==> src/rtl/sram_bus_arbiter.sv <==
// rtl/sram_bus_arbiter.sv - IF/MEM arbiter sequencing SETUP/STROBE/LATCH cycles on a single-port SRAM (optional ARB_ROUND_ROBIN_EN)
module sram_bus_arbiter #(
    parameter int DATA_W        = 16,
    parameter int ADDR_W        = 18,
    parameter int STROBE_CYCLES = 2
) (
    input  logic              clk,
    input  logic              rst,
    input  logic              if_req,
    input  logic [ADDR_W-1:0] if_addr,
    output logic [DATA_W-1:0] if_rdata,
    output logic              if_ack,
    input  logic              mem_req,
    input  logic              mem_we,
    input  logic [ADDR_W-1:0] mem_addr,
    input  logic [DATA_W-1:0] mem_wdata,
    output logic [DATA_W-1:0] mem_rdata,
    output logic              mem_ack,
    output logic              stall_req,
    output logic [ADDR_W-1:0] sram_addr,
    output logic [DATA_W-1:0] sram_dq_o,
    output logic              sram_dq_oe,
    input  logic [DATA_W-1:0] sram_dq_i,
    output logic              sram_ce_n,
    output logic              sram_oe_n,
    output logic              sram_we_n
);

    typedef enum logic [1:0] {ST_IDLE, ST_SETUP, ST_STROBE, ST_LATCH} state_t;

    localparam logic [3:0] CNT_INIT = 4'(STROBE_CYCLES - 1);

    state_t            state_q, state_d;
    logic [3:0]        cnt_q, cnt_d;
    logic              gnt_mem_q, gnt_mem_d;
    logic              we_q, we_d;
    logic [ADDR_W-1:0] addr_q, addr_d;
    logic [DATA_W-1:0] dq_o_q, dq_o_d;
    logic              dq_oe_q, dq_oe_d;
    logic              ce_n_q, ce_n_d;
    logic              oe_n_q, oe_n_d;
    logic              we_n_q, we_n_d;
    logic              if_ack_q, if_ack_d;
    logic              mem_ack_q, mem_ack_d;
    logic [DATA_W-1:0] if_rdata_q, if_rdata_d;
    logic [DATA_W-1:0] mem_rdata_q, mem_rdata_d;
    logic              pick_mem;
`ifdef ARB_ROUND_ROBIN_EN
    logic              last_grant_q, last_grant_d;  // 1 = MEM was granted last
`endif

    // Arbitration choice: who gets the bus if a grant happens this cycle
    always_comb begin
        pick_mem = mem_req;
`ifdef ARB_ROUND_ROBIN_EN
        if (mem_req && if_req) begin
            pick_mem = ~last_grant_q;
        end
`endif
    end

    // Next-state and registered-output logic for the SRAM cycle sequencer
    always_comb begin
        state_d     = state_q;
        cnt_d       = cnt_q;
        gnt_mem_d   = gnt_mem_q;
        we_d        = we_q;
        addr_d      = addr_q;
        dq_o_d      = dq_o_q;
        dq_oe_d     = dq_oe_q;
        ce_n_d      = ce_n_q;
        oe_n_d      = oe_n_q;
        we_n_d      = we_n_q;
        if_ack_d    = 1'b0;
        mem_ack_d   = 1'b0;
        if_rdata_d  = if_rdata_q;
        mem_rdata_d = mem_rdata_q;
`ifdef ARB_ROUND_ROBIN_EN
        last_grant_d = last_grant_q;
`endif
        case (state_q)
            ST_IDLE: begin
                if (if_req || mem_req) begin
                    gnt_mem_d = pick_mem;
                    we_d      = pick_mem & mem_we;
                    addr_d    = pick_mem ? mem_addr : if_addr;
                    if (pick_mem && mem_we) begin
                        dq_o_d = mem_wdata;
                    end
                    ce_n_d    = 1'b0;
                    dq_oe_d   = pick_mem & mem_we;
                    state_d   = ST_SETUP;
`ifdef ARB_ROUND_ROBIN_EN
                    last_grant_d = pick_mem;
`endif
                end
            end
            ST_SETUP: begin
                oe_n_d  = we_q;
                we_n_d  = ~we_q;
                cnt_d   = CNT_INIT;
                state_d = ST_STROBE;
            end
            ST_STROBE: begin
                if (cnt_q == 4'd0) begin
                    oe_n_d  = 1'b1;
                    we_n_d  = 1'b1;
                    ce_n_d  = 1'b1;
                    dq_oe_d = 1'b0;
                    if (gnt_mem_q) begin
                        mem_ack_d = 1'b1;
                    end else begin
                        if_ack_d = 1'b1;
                    end
                    // Data is sampled while OE_n is still low on this edge
                    if (!we_q) begin
                        if (gnt_mem_q) begin
                            mem_rdata_d = sram_dq_i;
                        end else begin
                            if_rdata_d = sram_dq_i;
                        end
                    end
                    state_d = ST_LATCH;
                end else begin
                    cnt_d = cnt_q - 4'd1;
                end
            end
            ST_LATCH: begin
                state_d = ST_IDLE;
            end
            default: begin
                state_d = ST_IDLE;
            end
        endcase
    end

    // State and output registers; reset releases the strobes immediately
    always_ff @(posedge clk or negedge rst) begin
        if (!rst) begin
            state_q     <= ST_IDLE;
            cnt_q       <= 4'd0;
            gnt_mem_q   <= 1'b0;
            we_q        <= 1'b0;
            addr_q      <= '0;
            dq_o_q      <= '0;
            dq_oe_q     <= 1'b0;
            ce_n_q      <= 1'b1;
            oe_n_q      <= 1'b1;
            we_n_q      <= 1'b1;
            if_ack_q    <= 1'b0;
            mem_ack_q   <= 1'b0;
            if_rdata_q  <= '0;
            mem_rdata_q <= '0;
`ifdef ARB_ROUND_ROBIN_EN
            last_grant_q <= 1'b0;
`endif
        end else begin
            state_q     <= state_d;
            cnt_q       <= cnt_d;
            gnt_mem_q   <= gnt_mem_d;
            we_q        <= we_d;
            addr_q      <= addr_d;
            dq_o_q      <= dq_o_d;
            dq_oe_q     <= dq_oe_d;
            ce_n_q      <= ce_n_d;
            oe_n_q      <= oe_n_d;
            we_n_q      <= we_n_d;
            if_ack_q    <= if_ack_d;
            mem_ack_q   <= mem_ack_d;
            if_rdata_q  <= if_rdata_d;
            mem_rdata_q <= mem_rdata_d;
`ifdef ARB_ROUND_ROBIN_EN
            last_grant_q <= last_grant_d;
`endif
        end
    end

    assign if_rdata   = if_rdata_q;
    assign if_ack     = if_ack_q;
    assign mem_rdata  = mem_rdata_q;
    assign mem_ack    = mem_ack_q;
    assign sram_addr  = addr_q;
    assign sram_dq_o  = dq_o_q;
    assign sram_dq_oe = dq_oe_q;
    assign sram_ce_n  = ce_n_q;
    assign sram_oe_n  = oe_n_q;
    assign sram_we_n  = we_n_q;
    assign stall_req  = (if_req & ~if_ack_q) | (mem_req & ~mem_ack_q);

endmodule

==> config.mk <==
export PLATFORM = sky130hd
export DESIGN_NAME = sram_bus_arbiter
export DESIGN_NICKNAME = d
export VERILOG_FILES = /design/src/rtl/sram_bus_arbiter.sv
export SDC_FILE = /design/constraint.sdc
export NUM_CORES = 1
export LEC_CHECK = 0
export CORE_UTILIZATION = 38
export DETAILED_ROUTE_END_ITERATION = 7
export PLACE_DENSITY = 0.77
export REMOVE_ABC_BUFFERS = 1
export SLEW_MARGIN = 20
export SYNTH_ARGS = -nofsm -noshare
export SYNTH_HDL_FRONTEND = slang
export SYNTH_SLANG_ARGS = --single-unit
==> constraint.sdc <==
create_clock -name clk -period 1.74 [get_ports clk]
set_input_delay 0.174 -clock clk [delete_from_list [all_inputs] [get_ports clk]]
set_output_delay 0.174 -clock clk [all_outputs]
set_load 0.05 [all_outputs]
# Word-level counts from Yosys, hierarchy flattened
# Index checks and enable logic that the tools add are counted.
[classes] n_reduce_logical=14 n_shift=0 n_div=0 addsub=1 n_lt_le_gt_ge=0 mux=20 n_bitwise=8 n_eq_ne=6 multipliers=0
[ops] operator="two-way mux 18 bit" n=1
[ops] operator="two-way mux 1 bit" n=10
[ops] operator="case mux 1 bit (2 select lines)" n=4
[ops] operator="case mux 2 bit (4 select lines)" n=1
[ops] operator="case mux 4 bit (2 select lines)" n=1
[ops] operator="AND reduction 2 bit" n=4
[ops] operator="AND reduction 4 bit" n=2
[ops] operator="inequality test 2 bit (second input constant)" n=3
[ops] operator="AND reduction 3 bit" n=2
[ops] operator="equality test 2 bit (second input constant)" n=2
[ops] operator="logical NOT 4 bit" n=1
[ops] operator="two-way mux 2 bit" n=2
[ops] operator="two-way mux 4 bit" n=1
[ops] operator="inverter 1 bit" n=4
[ops] operator="nonzero test 2 bit" n=2
[ops] operator="subtractor 4 x 1 -> 4 bit (second input constant)" n=1
[ops] operator="bitwise AND 1 bit" n=3
[ops] operator="equality test 2 x 1 -> 1 bit (second input constant)" n=1
[ops] operator="logical NOT 2 bit" n=1
[ops] operator="logical AND 1 bit" n=1
[ops] operator="logical OR 1 bit" n=1
[ops] operator="OR 1 bit" n=1
[totals] latchBits=0 mem_bits_ro=0 ff_bits=80 out_inout_bits=73 inputBits=73 ramBits=0 memories=0 word_cells=63

# Logic depth before layout (Yosys ltp)
[logic_depth] ltp_word=3 mapped_depth=7 depth_no_buf=5

# Worst setup path before layout
# No wires, ideal clock.
[synth_timing] path_type="flip-flop to flip-flop" start="register state_q[0]" end="register if_rdata_q[0], in the netlist if_rdata[0]" n_path_buf=2 period_less_slack_ns=1.801 setup_ns=0.125 stages_incl_launch_ff=8 t_arrival_ns=1.676 slack_ns=-0.061 required_ns=1.615 path_cell_list="dfrtp_1 > inv_1 > ha_1 > nand4bb_1 > or3_1 > buf_6 > buf_12 > mux2_4"
[synth_between] elab_chain_len=2
[synth_lines] element="from (decl)" line_no="33" source="state_t state_q, state_d;"
[synth_lines] element="from (signal assigned)" line_no="158" source="state_q <= state_d;"
[synth_lines] element="equality test 2 bit" line_no="81" source="case (state_q)"
[synth_lines] element="AND reduction 4 bit (no source line)"
[synth_lines] element="to (signal assigned)" line_no="170" source="if_rdata_q <= if_rdata_d;"
[synth_lines] element="to (decl)" line_no="45" source="logic [DATA_W-1:0] if_rdata_q, if_rdata_d;"
# Every way passes these cells.
# A chain may end at the register's enable or synchronous reset.

# Worst setup path in the final report
[layout_timing] start="register cnt_q[0]" end="register if_rdata_q[0], in the netlist if_rdata[0]"
[layout_between] elab_chain_len=2
[layout_lines] element="from (decl)" line_no="34" source="logic [3:0] cnt_q, cnt_d;"
[layout_lines] element="from (signal assigned)" line_no="159" source="cnt_q <= cnt_d;"
[layout_lines] element="logical NOT 4 bit" line_no="105" source="if (cnt_q == 4'd0) begin"
[layout_lines] element="AND reduction 4 bit (no source line)"
# Every way passes these cells.

==> run_results.csv <==
group,metric,value,unit
sta,hold_viol,0,
power,p_clk_share,14.0,%
clocking,cts_made_buffers,9,
power,p_leak,2.571,nW
power,p_total,0.01180,W
grt,antenna_found_initial,0,
routing,via_per_inst,4.766,
floorplan,core_area,0.008636,sq mm
synthesis,yosys.area.top_type_share,57.14,%
floorplan,num_io_pins,146,
outcome,status,"finished, final reports clean",
final_layout,final_layout_size_suffix_gt1_share,26.71,%
synthesis,synth_edf_count,0,
final_layout,syn_to_final_growth,61.86,%
worst_setup_path,end_kind,"register",
floorplan,die_height,96.20,microns
power,peakVddDrop,1225,uV
grt,grt_pass1_vias,2644,
synthesis,synthCells,248,
sta,setup_viol,0,
worst_setup_path,critPathMaxStageDelay,400,ps
synthesis,synth_ff_type,"dfrtp_1",
sta,drv_slew,0,
grt,grt_pass1_wl,12230,microns
worst_hold_path,hold_class,"in -> async",
final_layout,fillers,665,
sta,holdWs,277.1,ps
worst_setup_path,path_class,"reg -> reg",
routing,drc_errors,0,
clocking,tritoncts,"yes",
synthesis,synth_async_sr_flop_share,100.0,%
routing,drtAntennaViolNets,0,
synthesis,yosysTopAreaCell,"dfrtp_1",
synthesis,ys.warnings.count,0,
sta,timing.final.ws_setup,26.67,ps
synthesis,netlist_top_cells_area,"dfrtp_1 57%, mux2_2 13%, mux2i_1 5.9%",
final_layout,seqCellArea,0.002006,sq mm
clocking,cts_sinks,80,
synthesis,syn_area,0.003372,sq mm
sta,finalCritPeriodShare,98.47,%
final_layout,final_util,63.20,%
synthesis,ys_ff_latch,80,
sta,slew_headroom,63.66,%
flow_run,drv_cap,0,
clocking,clk_pin_slew,80,ps
synthesis,synthMostInstantiatedCell,"dfrtp_1",
clocking,cts_buffer_depth,2,
routing,dr.first_iter.drc_count,74,
place,gp_congestion,0.7854,
place,portBuffers,145,
sta,post-route-min-period,1713,ps
worst_setup_path,rr_worst_depth,6,
worst_setup_path,cp_slowest_cell,"dfrtp_1",
power,p_seq_share,28.0,%
sta,clock_skew,6.958,ps
power,p_comb_share,58.0,%
floorplan,die_area,0.009254,sq mm
power,p_per_area,2162,mW/mm^2
power,switchingPower,0.005366,W
floorplan,die_x,96.20,microns
sta,max_freq,0.5837,GHz
floorplan,start_util,39.05,%
synthesis,synth_seq_area_share,59.48,%
grt,track_usage,17.63,%
worst_setup_path,crit_chain,"inv_2, ha_4, nand4bb_1, or3_4, clkbuf_16, mux2_4",
synthesis,post_synth.cell_area_avg,13.60,sq um
synthesis,synth_cell_types,36,
floorplan,rows,34,
power,switching_share,45.47,%
synthesis,synth_common_cells,"77 x dfrtp_1, 38 x mux2_2, 26 x nand2_1",
worst_setup_path,arrival,1950,ps
routing,vias,2531,
sta,rsz0062_at_grt,"true",
clocking,root_buffer,"clkbuf_8",
routing,wl,8077,microns
place,dp_hpwl,5969,microns
clocking,clk_latency,340,ps
worst_setup_path,startpoint_type,"register",
worst_setup_path,cp_max_fo,8,
final_layout,diodes,0,
sta,worstMarginPinSlew,544.1,ps
grt,grt-ovfl-total,0,
place,dp_worst_setup_slack,-65.86,ps
worst_setup_path,cp.required,1970,ps
grt,grt_max_degree,34,
power,intPower,0.006436,W
routing,dr.pass1.iters,4,
clocking,h-tree-depth,3,
final_layout,multi_input_comb_area,0.001314,sq mm
final_layout,nets,497,
routing,wl_per_cell,15.21,microns
-- through the flow --
step	setup TNS, ps	instance area (sq um)	cells
6_report	0	5458	531
5_1_grt	-323.5	5458	531
3_3_place_gp	-33.74	5086	511
2_1_floorplan	-18980	3301	236
3_5_place_dp	-185.5	5086	511
4_1_cts	0	5358	528
-- kinds of logic (layout without fill, tap and decap cells) --
family                     count (synthesis)  count (layout)  share of synthesized area (%)
AOI/OAI and AO/OA                         31              31                          5.381
adders and majority gates                  6               6                          2.226
buffers and inverters                     19             194                          2.894
DFF                                       80              80                          59.48
muxes                                     69              69                          23.41
and+or+nand+nor                           43              43                          6.605
-- layout make-up --
class | count | share of cell area, %
Tap cell | 108 | 2.476
Multi-Input combinational cell | 149 | 24.07
Timing Repair Buffer | 171 | 31.73
Clock buffer | 11 | 2.591
Clock inverter | 5 | 1.903
Inverter | 7 | 0.4814
Sequential cell | 80 | 36.75
-- cells in the final DEF (no fill, tap or decap), drive strengths merged --
cell type,instances
nor2b,1
or3,2
mux2,49
o22ai,2
o21a,1
o21ai,22
bufinv,3
a21oi,1
nor2,2
nand2,26
or3b,1
a311o,1
nor3b,2
nand4bb,1
o31ai,1
a22o,1
nand3b,1
clkdlybuf4s50,123
clkbuf,12
and4bb,1
ha,6
and2,1
mux2i,20
dlymetal6s2s,14
nand3,2
o32a,1
inv,7
o31a,1
buf,32
nand2b,1
clkinv,2
dlygate4sd3,1
dfstp,3
nor4b,1
dfrtp,77
and2b,1
-- state kept, by name (all words and copies together) (netlist names), 2 cells and up --
name	cells
cnt_q	4
if_rdata	16
state_q	2
mem_rdata	16
sram_dq_o	16
sram_addr	18
-- worst max-delay path, delay by kind of cell, from the launching register on --
family / cells / cell delay [ps]
adder cells (fa/ha/maj): 1 / 140
buffers and inverters: 2 / 260
flip-flops: 1 / 400
multiplexers: 1 / 290
AND/OR/NAND/NOR: 2 / 510
-- per-layer routing --
metal	track usage [%]	share of wire, %	vias up
met5	0	0	-
met4	7.214	1.5	0
met3	4.107	5.6	11
met2	31.62	54	74
met1	20.04	39	1238
li1	-	-	1208
-- power groups by stage --
| stage | Clock (W) | Combinational (W) | Sequential (W) |
|---|---|---|---|
| after global placement | 0 | 0.00667 | 0.00328 |
| after floorplan | 0 | 0.00143 | 0.00617 |
| final | 0.00165 | 0.00685 | 0.00330 |
| after detailed placement | 0 | 0.00678 | 0.00333 |
| after global routing | 0.00177 | 0.00719 | 0.00342 |
| after CTS | 0.00170 | 0.00683 | 0.00330 |
-- path summary, 6_finish.rpt --
kind                            slack [ps]             to     startpoint
worst max-delay path                    30    if_rdata[0]       cnt_q[0]
worst min register to register         480  sram_addr[10]  sram_addr[10]
max in group asynchronous              810  sram_dq_o[11]            rst
worst min-delay path                   280   sram_addr[5]            rst
min in group clk                       430  sram_dq_o[13]  mem_wdata[13]
worst max register to register          30    if_rdata[0]       cnt_q[0]
-- timing repair --
item,in CTS,in global routing
cloned,0,1
endpoints found under the setup margin,17,33
setup buffers,0,2
pin swaps,0,2
hold buffers,1,0
resized for setup,5,20
endpoints found under the hold margin,22,0
No activity file was read; power rests on OpenSTA's default activity.
